===== config.mk =====
export PLATFORM = sky130hd
export DESIGN_NAME = burst_line_adaptor
export DESIGN_NICKNAME = d
export VERILOG_FILES = /design/src/rtl/burst_line_adaptor.sv
export SDC_FILE = /design/constraint.sdc
export NUM_CORES = 1
export LEC_CHECK = 0
export ABC_AREA = 1
export BUFFER_PORTS_ARGS = -buffer_cell sky130_fd_sc_hd__buf_2
export CORE_AREA = 2 2 280 282
export DETAILED_ROUTE_END_ITERATION = 7
export DIE_AREA = 0 0 282 284
export GPL_TIMING_DRIVEN = 1
export PLACE_DENSITY = 0.51
export RECOVER_POWER = 100
export SLEW_MARGIN = 20
export SYNTH_ARGS = -nofsm -noshare
export SYNTH_HDL_FRONTEND = slang
export SYNTH_SLANG_ARGS = --single-unit

===== constraint.sdc =====
create_clock -name clk -period 2.1 [get_ports clk]
set_clock_uncertainty 0.2 [all_clocks]
set_input_delay 0.525 -clock clk [delete_from_list [all_inputs] [get_ports clk]]
set_output_delay 0.525 -clock clk [all_outputs]
set_load 0.01 [all_outputs]

===== src/rtl/burst_line_adaptor.sv =====
// Line-to-beat bridge between the LLC and a fixed-width memory burst port.
// Optional stall watchdog: define BURST_LINE_ADAPTOR_TIMEOUT_EN.
module burst_line_adaptor #(
  parameter int s_line         = 256,
  parameter int s_burst        = 64,
  parameter int timeout_cycles = 1024
) (
  input  logic              clk,
  input  logic              reset_n,
  input  logic [s_line-1:0] line_i,
  output logic [s_line-1:0] line_o,
  input  logic [31:0]       address_i,
  input  logic              read_i,
  input  logic              write_i,
  output logic              resp_o,
  output logic              err_o,
  input  logic [s_burst-1:0] burst_i,
  output logic [s_burst-1:0] burst_o,
  output logic [31:0]       address_o,
  output logic              read_o,
  output logic              write_o,
  input  logic              resp_i
);

  localparam int n_burst = s_line / s_burst;
  localparam int cnt_w   = $clog2(n_burst);
  localparam int off_w   = $clog2(s_line / 8);
  localparam logic [31:0] addr_mask =
    ~((32'd1 << off_w) - 32'd1);

  if (s_line % s_burst != 0 || n_burst < 2) begin : g_bad_geom
    $error("s_line must be a multiple (>=2) of s_burst");
  end
  if (timeout_cycles < 1) begin : g_bad_tmo
    $error("timeout_cycles must be at least 1");
  end

  typedef enum logic [1:0] {
    IDLE,
    READ,
    WRITE,
    DONE
  } state_t;

  state_t state_q, state_d;

  logic [cnt_w-1:0]  cnt_q;
  logic [s_line-1:0] buf_q;
  logic [31:0]       addr_q;
  logic              last_beat;
  logic              abort;

  assign last_beat = resp_i && (cnt_q == cnt_w'(n_burst - 1));
  assign line_o    = buf_q;
  assign address_o = addr_q;

`ifdef BURST_LINE_ADAPTOR_TIMEOUT_EN
  localparam int tmr_w = $clog2(timeout_cycles + 1);

  logic [tmr_w-1:0] tmr_q;
  logic             err_q;
  logic             busy;

  assign busy  = (state_q == READ) || (state_q == WRITE);
  assign abort = busy && !resp_i &&
                 (tmr_q == tmr_w'(timeout_cycles - 1));
  assign err_o = err_q && (state_q == DONE);

  // Idle-cycle timer restarts on every beat strobe.
  always_ff @(posedge clk or negedge reset_n) begin
    if (!reset_n) begin
      tmr_q <= '0;
      err_q <= 1'b0;
    end else begin
      if (!busy || resp_i) begin
        tmr_q <= '0;
      end else begin
        tmr_q <= tmr_q + tmr_w'(1);
      end
      if (abort) begin
        err_q <= 1'b1;
      end else if (state_q == IDLE) begin
        err_q <= 1'b0;
      end
    end
  end
`else
  assign abort = 1'b0;
  assign err_o = 1'b0;
`endif

  always_ff @(posedge clk or negedge reset_n) begin
    if (!reset_n) begin
      state_q <= IDLE;
    end else begin
      state_q <= state_d;
    end
  end

  always_comb begin
    state_d = state_q;
    read_o  = 1'b0;
    write_o = 1'b0;
    resp_o  = 1'b0;
    unique case (state_q)
      IDLE: begin
        if (read_i) begin
          state_d = READ;
        end else if (write_i) begin
          state_d = WRITE;
        end
      end
      READ: begin
        read_o = 1'b1;
        if (last_beat || abort) begin
          state_d = DONE;
        end
      end
      WRITE: begin
        write_o = 1'b1;
        if (last_beat || abort) begin
          state_d = DONE;
        end
      end
      DONE: begin
        resp_o  = 1'b1;
        state_d = IDLE;
      end
      default: state_d = IDLE;
    endcase
  end

  always_ff @(posedge clk or negedge reset_n) begin
    if (!reset_n) begin
      cnt_q  <= '0;
      buf_q  <= '0;
      addr_q <= '0;
    end else begin
      unique case (state_q)
        IDLE: begin
          if (read_i || write_i) begin
            addr_q <= address_i & addr_mask;
            cnt_q  <= '0;
            if (!read_i) begin
              buf_q <= line_i;
            end
          end
        end
        READ: begin
          if (resp_i) begin
            for (int i = 0; i < n_burst; i++) begin
              if (cnt_q == cnt_w'(i)) begin
                buf_q[i*s_burst +: s_burst] <= burst_i;
              end
            end
            cnt_q <= cnt_q + cnt_w'(1);
          end
        end
        WRITE: begin
          if (resp_i) begin
            cnt_q <= cnt_q + cnt_w'(1);
          end
        end
        default: ;
      endcase
    end
  end

  // Beat mux is only live while writing so the bus idles at zero.
  always_comb begin
    burst_o = '0;
    if (state_q == WRITE) begin
      for (int i = 0; i < n_burst; i++) begin
        if (cnt_q == cnt_w'(i)) begin
          burst_o = buf_q[i*s_burst +: s_burst];
        end
      end
    end
  end

endmodule


Word-level counts from Yosys, hierarchy flattened:

Index checks and enable logic that the tools add are counted.

* logic and storage cells: 61
* register bits: 287
* output and inout bits: 356
* input bits: 357

* equality and inequality tests: 16
* reductions and logical operators: 14
* $add $sub $neg: 1
* multiplexer cells: 23

Operators with widths (count)
* $mux 256: 3
* $mux 64: 9
* $pmux 256 s2: 1
* $reduce_and 5->1: 4
* $ne 2x2->1 const B: 7
* $mux 2: 5
* $eq 2x2->1 const B: 4
* $pmux 2 s3: 1
* $eq 2x1->1 const B: 2
* $logic_not 2->1: 2
* $ne 2x1->1 const B: 2
* $pmux 2 s2: 1
* $reduce_and 2->1: 2
* $reduce_bool 2->1: 2
* $mux 1: 3
* $ne 3x3->1 const B: 1
* $reduce_and 3->1: 1
* $add 2x1->2 const B: 1
* $reduce_or 2->1: 1
* $logic_and 1x1->1: 1
* $logic_or 1x1->1: 1

Depth between registers and ports, before layout:

Gate-level depths: netlist (run 1).

* depth after elaboration: 6
* gate-level depth with buffers: 11
* gate-level depth less buffers: 9

Worst setup path after synthesis (run 1):

OpenSTA, ideal clock, no wires.

* path kind: register to output
* start point: register cnt_q[0]
* end point: output port burst_o[10]
* data required time: 1.375 ns
* path slack: -0.135 ns
* arrival: 1.510 ns
* path buffers: 2
* cell stages (with the launch flop): 9
* cell sequence: dfrtp_1 inv_1 ha_1 buf_2 buf_1 nand2_1 nand2_1 nand3_1 a21oi_1

* longest elaborated chain between the ends: 6
* elaborated cells between the ends (all ways): 9
* those cells by class: eq/ne: 3; mux: 5; reduce/logical: 1

RTL lines
* start, declared: RTL line 47 `logic [cnt_w-1:0] cnt_q;`
* start signal, assigned: RTL line 156 `cnt_q <= cnt_q + cnt_w'(1);`
* start signal, assigned: RTL line 161 `cnt_q <= cnt_q + cnt_w'(1);`
* $logic_not 2->1: RTL line 174 `if (cnt_q == cnt_w'(i)) begin`
* $mux 64 (3 in series): RTL line 174
* $mux 64 *: RTL line 174
* $mux 64 *: RTL line 172 `if (state_q == WRITE) begin`
* end, declared: RTL line 18 `output logic [s_burst-1:0] burst_o,`

Mark *: on every way between the ends. The rest lies on a longest branch, timed or not.

Worst setup path after layout (run 1):

* start point: register cnt_q[1]
* end point: output port burst_o[48]

Same word-level chain as after synthesis.

==> impl_results.rst, run 1 <==
.. list-table::
   :header-rows: 1

   * - Metric
     - Value
   * - Final number of max-transition violations
     - 15
   * - Post-layout instance area
     - around 26000 um^2
   * - Overall power consumption
     - 0.0494 W
   * - Placement Setup Slack
     - -298 ps
   * - Critical path launch point
     - cnt_q[1]
   * - Horizontal extent of the die
     - approximately 280 um
   * - Setup repair after global routing missed its margin
     - yes
   * - Clock tree buffer depth
     - 3
   * - Wire per inst
     - 22.8 um
   * - Highest ir drop seen on vdd
     - a little over 0.0009 V
   * - FP Rows
     - roughly 100
   * - Detailed-route DRC error count
     - 0
   * - Violated checks
     - max-capacitance violations, max-slew violations, negative setup slack
   * - Upper clock frequency limit
     - ~0.35 GHz
   * - # port buffers
     - 701
   * - Routed via count divided by cell count
     - ~4.7
   * - Area Overhead vs Synth
     - 57.2%
   * - Number of CTS-inserted buffers
     - 38
   * - Worst slew margin
     - -0.895%
   * - Yosys cell types
     - 22
   * - Routed WL
     - 99.1 mm
   * - Xor and xnor area share after synthesis
     - 0%
   * - Class of the tightest hold or removal check
     - in -> reg
   * - Core Box Area
     - around 77000 um^2
   * - Routed via count
     - 20300
   * - Fin crit period
     - between 2000 and 3000 ps
   * - Area of the mapped netlist
     - roughly 17000 um^2
   * - Wire length of the first global-routing pass
     - 133 mm
   * - Gate Count Post-Synth
     - about 2500
   * - Terminus of the critical flop-to-flop path
     - line_o[248]
   * - Number of nets with antenna violations after routing
     - 0
   * - Placed standard-cell area
     - about 23000 um^2
   * - Synthesized area per cell
     - between 6 and 7 um^2
   * - Clock Sinks
     - 287
   * - Die boundary height
     - around 280 um
   * - Startpoint of the worst-slack reg-to-reg timing path
     - state_q[1]
   * - DIE AREA
     - around 80000 um^2
   * - Root Driver
     - clkbuf_16
   * - I/O pin total
     - 713
   * - Largest net degree at the start of global routing
     - 64
   * - Minimum setup slack in the final design
     - -776 ps
   * - Post-Route Setup TNS
     - -113530 ps
   * - Final RePlAce weighted congestion
     - ~0.94
   * - Status
     - finished, violations left
   * - Clock tree from TritonCTS
     - done
   * - Critical path endpoint category
     - primary output
   * - Multiplexer fraction of the synthesized cell area
     - 0%
   * - Antenna violations before repair
     - 8
   * - CTS clk-pin slew, worst paths
     - approximately 60 ps
   * - Critical path start-end classification
     - reg -> out
   * - Vias in the first global route
     - just under 20000
   * - Slew at the pin closest to its max-slew limit
     - roughly 1500 ps
   * - R2R depth
     - 10
   * - Leakage power total
     - between 10 and 15 nW
   * - Initial Utilization
     - between 20% and 30%
   * - Compound-gate portion of the synthesized area
     - slightly below 7%
   * - Cell type group with the largest total delay on the critical path
     - buffers and inverters
   * - Worst setup slack for register-to-register paths
     - -340 ps
   * - Crit start category
     - flop
   * - Clock latency on the worst-skew pair
     - 560 ps
   * - Number of iterations in the first detailed-routing pass
     - 6
   * - Largest family of logic cells by synthesized area
     - simple AND/OR/NAND/NOR gates
   * - Peak fanout along the critical path
     - 6
   * - Share of final-layout standard cells stronger than drive strength 1
     - between 30% and 40%
   * - Final core occ
     - between 30 and 40%
   * - Fraction of the cycle the final worst path needs
     - 137%
   * - DP Wirelength
     - between 60 and 70 mm
   * - Number of violations of the max-capacitance limit
     - 1
   * - Final hold vios
     - 0
   * - Yosys reg bits
     - roughly 290
   * - Critical Path Max Stage Delay
     - 400 ps
   * - Total congestion overflow after global routing
     - 0
   * - H-tree depth reported by CTS
     - 2
   * - Cell area power density
     - around 1900 nW/um^2
   * - Slowest stage cell on the critical path
     - dfrtp_1
   * - Portion of the post-synthesis area used by sequential elements
     - a little over two fifths
   * - Post-Synth Simple-Gate Area
     - about two fifths
   * - Final net count
     - between 3000 and 4000
   * - Tot GR Track Use
     - between 20% and 30%
   * - Cell depth of the worst setup path
     - 9
   * - Area share of fa/ha/maj cells after synthesis
     - less than 1%
   * - Worst endpoint required time
     - approximately 1400 ps
   * - Final setup violation count
     - roughly 470
   * - Timing endpoint of the critical path
     - burst_o[48]
   * - Cell-by-cell listing of the critical path
     - inv_2 -> ha_4 -> clkinv_8 -> buf_16 -> buf_12 -> nand2_4 -> nand3_2 -> a21oi_2 -> buf_2
   * - Filler cell count in the final layout
     - 8462
   * - Arrival time worst endpoint
     - 2150 ps
   * - First DRT Iteration DRCs
     - ~1600
   * - Crit path buffers/inverters
     - 5
   * - Synthesis warning total
     - 0
sequential cells by signal, indices dropped and copies added, names as in the netlist:
name	count
address_o	27
cnt_q	2
line_o	256
state_q	2
cells by family after synthesis:
family                     after synthesis
adders and majority gates                9
AOI/OAI and AO/OA                      230
DFF                                    287
and+or+nand+nor                       1667
other                                    1
buffers and inverters                  284
how the worst min path moves through the flow:
stage / from / to / slack [ps] / cells after the start
floorplan: reset_n / address_o[10] / 30 / 0
global placement: reset_n / address_o[19] / 180 / 1
detailed placement: reset_n / address_o[19] / 180 / 1
CTS: address_i[24] / address_o[24] / 0.3 / 3
global route: address_i[22] / address_o[22] / 40 / 3
finish: address_i[11] / address_o[11] / 40 / 3
cells in the final DEF (no fill, tap or decap), types with 2 or more instances in the layout:
cell type      count
buf_12            73
inv_1             95
clkbuf_16         63
buf_8              6
nor2_1             4
a21oi_2           70
bufinv_16          3
clkinv_2           8
nand2_4           22
dfrtp_1          287
dlygate4sd3_1     23
o21ai_1            3
o21ai_0           93
nand3_1          269
ha_4               8
inv_8              2
nand2_8            5
a21oi_1           52
nand2_1         1268
buf_6             23
diode_2            9
conb_1             6
nand3_4            6
nor2_4             4
clkbuf_1         196
clkinv_8           2
buf_16            12
inv_2              4
clkinvlp_4         2
nand2_2           41
buf_2            498
nand3_2           46
a21oi_4           11
buf_4             74
clkbuf_8           5
per-layer routing:
layer  track usage (%)  vias up  routed length [um]
li1                  -     9408                   -
met1              29.6     9722               41600
met2              36.8      968               46700
met3              3.53      190                7230
met4              8.94        0                3660
met5                 0        -                   0
cell usage after synthesis (all sizes together):
cell type,instances,area share (%)
buf,137,5.1
clkbuf,43,0.97
ha,9,0.68
dfrtp,287,43
conb,1,0.023
inv,104,2.4
nand3,321,9.7
o21ai,97,2.9
nor2,10,0.52
nand2,1335,30
and2,1,0.038
a21oi,133,4.0
tightest hold or removal path: stages:
cell and delay (ps):
buf_2 100, inv_1 40, o21ai_0 80
stage by stage:
stage,hold slack [ps],instances
after floorplan,29.4,2483
after global placement,181,4182
after CTS,0.270,4296
after detailed placement,178,4182
final,36.9,4344
after global routing,38.5,4342
timing repair:
item                       CTS  global route
gates resized for setup     83           183
hold endpoints to repair   265             0
setup endpoints to repair  323           325
hold buffers                23             0
pin swaps                    8            37
buffers inserted            12            16
gates cloned                11            25
power breakdown:
group	switching (W)	internal, W
combinational	0.0197	0.0118
sequential	0.00261	0.00834
clock	0.00277	0.00410
total	0.0251	0.0243
layout make-up:
class	count	area [um^2]	share of cell area, %
repair buffers	923	6720	25.8
well taps	1040	1300	4.99
flip-flops and latches	287	7180	27.5
diodes	9	22.5	0.0863
clock buffers	53	1120	4.30
clock inverters	15	163	0.623
multi-input cells	1913	9150	35.1
inverters	104	433	1.66
Power figures use the tool's default switching activity.
==> inputs of run 2 (changes only) <==
--- a/config.mk
+++ b/config.mk
@@ -6,12 +6,13 @@
 export NUM_CORES = 1
 export LEC_CHECK = 0
 export ABC_AREA = 1
-export BUFFER_PORTS_ARGS = -buffer_cell sky130_fd_sc_hd__buf_2
-export CORE_AREA = 2 2 280 282
+export CORE_AREA = 2 2 278 280
+export CTS_BUF_LIST = sky130_fd_sc_hd__clkbuf_4
 export DETAILED_ROUTE_END_ITERATION = 7
-export DIE_AREA = 0 0 282 284
+export DIE_AREA = 0 0 280 282
+export DONT_BUFFER_PORTS = 1
 export GPL_TIMING_DRIVEN = 1
-export PLACE_DENSITY = 0.51
+export PLACE_DENSITY = 0.43
 export RECOVER_POWER = 100
 export SLEW_MARGIN = 20
 export SYNTH_ARGS = -nofsm -noshare
==> run 2 against run 1 <==
- the run ends with negative hold slack, negative setup slack left
- sequential share of layout area down 0.39 points
- clock power down 13%
- core utilization up 1.1 points
- combinational power down 5%
- cell count down 7.3%
- design area up 1.4%
- routed wire length up 1.9%
- die area down 1.4%
- first-iteration DRC count up 4.5%
- highest routed layer is now met5
==> impl_results.rst, run 2 (same netlist as run 1, synthesis figures left out) <==
.. list-table::
   :header-rows: 1

   * - Metric
     - Value
   * - Routed via count
     - 19900
   * - Number of iterations in the first detailed-routing pass
     - 7
   * - Wire length of the first global-routing pass
     - between 100 and 150 mm
   * - Final net count
     - 3341
   * - Clk pwr share
     - 12.1%
   * - Placed standard-cell area
     - between 15000 and 20000 um^2
   * - Multi-input gate area in the final layout
     - roughly 9500 um^2
   * - Die boundary height
     - 282 um
   * - # port buffers
     - 0
   * - Max FFs per register
     - approximately 260
   * - Core Box Area
     - ~76000 um^2
   * - Final setup violation count
     - 330
   * - Violated checks
     - negative hold slack, negative setup slack
   * - Critical path start-end classification
     - reg -> out
   * - Initial Utilization
     - between 20% and 30%
   * - Leakage power total
     - about 14 nW
   * - Status
     - finished, violations left
   * - Post-Route Setup TNS
     - -166660 ps
   * - Overall power consumption
     - between 0.04 and 0.05 W
   * - Detailed-route DRC error count
     - 0
   * - Post-route worst hold slack
     - -783 ps
   * - Peak fanout along the critical path
     - 6
   * - Clock tree from TritonCTS
     - done
   * - Crit start category
     - flop
   * - Number of violations of the max-capacitance limit
     - 0
   * - FF+latch area
     - between 7000 and 8000 um^2
   * - Critical path endpoint category
     - primary output
   * - First DRT Iteration DRCs
     - approximately 1600
   * - Vias in the first global route
     - around 20000
   * - DP Wirelength
     - 62.9 mm
   * - Final core occ
     - between 30% and 40%
   * - FP Rows
     - about 100
   * - H-tree depth reported by CTS
     - 3
   * - Most frequent standard cell in the layout excluding fill and tap cells
     - nand2_1
   * - Global-route met2 utilization
     - about two fifths
   * - Clock tree buffer depth
     - 3
   * - Post-layout instance area
     - ~26000 um^2
   * - CTS clk-pin slew, worst paths
     - roughly 60 ps
   * - Fin crit period
     - about 3100 ps
   * - Final RePlAce weighted congestion
     - between 0.9 and 1
   * - Combinational share of power
     - about 61%
   * - Final instance count without filler cells
     - approximately 4000
   * - Number of nets with antenna violations after routing
     - 0
   * - Met1 layer usage reported by global route
     - between 20% and 30%
   * - Count of hold buffers inserted by post-cts repair
     - between 300 and 400
   * - Worst endpoint required time
     - around 1400 ps
   * - Critical Path Max Stage Delay
     - about 380 ps
   * - Wire per inst
     - ~25 um
   * - Fraction of power consumed by sequential logic
     - about a quarter
   * - Horizontal extent of the die
     - about 280 um
   * - Cell type group with the largest total delay on the critical path
     - buffers and inverters
   * - Clock Sinks
     - between 200 and 300
   * - Worst slew margin
     - a little under half
   * - Fraction of the cycle the final worst path needs
     - 150%
   * - Largest net degree at the start of global routing
     - ~290
   * - Cell-by-cell listing of the critical path
     - buf_6 -> ha_4 -> clkinv_8 -> buf_12 -> buf_8 -> nand2_2 -> nand3_2 -> a21oi_2 -> buf_6
   * - Highest ir drop seen on vdd
     - roughly 0.00080 V
   * - Cell count after placement
     - approximately 3400
   * - Total congestion overflow after global routing
     - 0
   * - Minimum setup slack in the final design
     - -1040 ps
   * - Area Overhead vs Synth
     - 59.5%
   * - Share of final-layout standard cells stronger than drive strength 1
     - between 20 and 25%
   * - Number of CTS-inserted buffers
     - 94
   * - Arrival time worst endpoint
     - between 2000 and 2500 ps
   * - Root Driver
     - clkbuf_4
   * - Routed WL
     - 101 mm
   * - I/O pin total
     - ~700
   * - Most used cell, CP
     - buf_6
   * - Clock latency on the worst-skew pair
     - roughly 840 ps
   * - Slew at the pin closest to its max-slew limit
     - between 700 and 800 ps
   * - Switching power share of the total
     - 52.2%
   * - Crit path buffers/inverters
     - 5
   * - Tot GR Track Use
     - 23.6%
   * - Routed via count divided by cell count
     - around 4.9
   * - Setup repair after global routing missed its margin
     - yes
   * - Commonest cells after routing, fill and taps aside
     - nand2_1, dlygate4sd3_1, dfrtp_1
   * - Final hold vios
     - ~290
   * - Switching power summed over all nets
     - about 0.026 W
   * - Met3 track demand over resource
     - under 10%
   * - Slowest stage cell on the critical path
     - dfrtp_1
   * - DIE AREA
     - approximately 79000 um^2
   * - Class of the tightest hold or removal check
     - in -> async
   * - Upper clock frequency limit
     - 0.318 GHz
   * - Cell area power density
     - 1860 nW/um^2
   * - Filler cell count in the final layout
     - between 7000 and 8000
   * - Layer with the highest usage after global routing
     - met2
   * - Final number of max-transition violations
     - 0
   * - Antenna violations before repair
     - 10
   * - Internal power contribution
     - 0.0235 W
-- run 2: changes by cell type in the layout (fill, tap and decap cells not counted), moves of 11 or more --
| cell | delta |
|---|---|
| dlygate4sd3_1 | +327 |
| clkbuf_4 | +135 |
| clkinv_1 | +23 |
| clkbuf_1 | -196 |
| clkbuf_16 | -49 |
| a21oi_2 | -39 |
| nand3_2 | +12 |
| a21oi_4 | +31 |
| nand2_2 | +15 |
| nand2_1 | -13 |
| buf_4 | +11 |
| nand3_1 | -16 |
| buf_2 | -498 |
-- run 2: final cells by class --
class	count	area share, %
clock inverter	32	0.633
multi-input combinational	1913	35.8
tap	978	4.62
antenna	4	0.0378
sequential	287	27.1
timing repair inverter	1	0.0331
timing repair buffer	574	26.3
clock buffer	134	3.80
inverter	104	1.65
-- run 2: per-stage QoR --
| stage | setup slack [ps] | hold slack [ps] |
|---|---|---|
| after floorplan | -15.5 | 29.4 |
| after global placement | -415 | 36.3 |
| after detailed placement | -423 | 36.1 |
| after CTS | -1200 | -949 |
| after global routing | -1170 | -905 |
| final | -1040 | -783 |
-- run 2: worst paths after layout --
check,from,to,slack (ps),cells after the start
min reg2reg,address_o[10],address_o[10],360,2
max reg2reg,state_q[0],line_o[48],-500,15
min,reset_n,address_o[25],-780,0
max,cnt_q[0],burst_o[8],-1040,9
max in group asynchronous,reset_n,line_o[38],1800,0
min in group clk,write_i,line_o[78],150,5
-- run 2: worst reg2reg max path, stage by stage (launching register included) --
cell and delay [ps]:
dfrtp_1 400, buf_6 130, buf_6 100, buf_6 120, ha_4 170, buf_6 110, buf_6 110, buf_12 140
nand2_8 80, nand2_8 80, nor2_8 190, buf_12 160, nand2_4 90, buf_12 210, nand2_1 130, nand2_1 60
-- run 2: layer usage --
metal,vias to the layer above,routed length (um),share of wire (%)
li1,8882,-,-
met1,9442,39000,39
met2,1199,48000,48
met3,346,8670,8.6
met4,6,5300,5.2
met5,-,33,0.033
-- run 2: power by group through the flow --
stage	combinational, W	clock [W]	sequential (W)
2_1_floorplan	0.0132	0	0.0113
3_3_place_gp	0.0213	0	0.0130
3_5_place_dp	0.0217	0	0.0130
4_1_cts	0.0266	0.00618	0.0129
5_1_grt	0.0324	0.00647	0.0133
6_report	0.0301	0.00597	0.0130
-- run 2: repair_timing --
action / in CTS / in global routing
cloned: 20 / 18
gates resized for setup: 146 / 182
endpoints found under the setup margin: 477 / 499
hold endpoints to repair: 574 / 287
buffers inserted: 21 / 30
pin swaps: 51 / 60
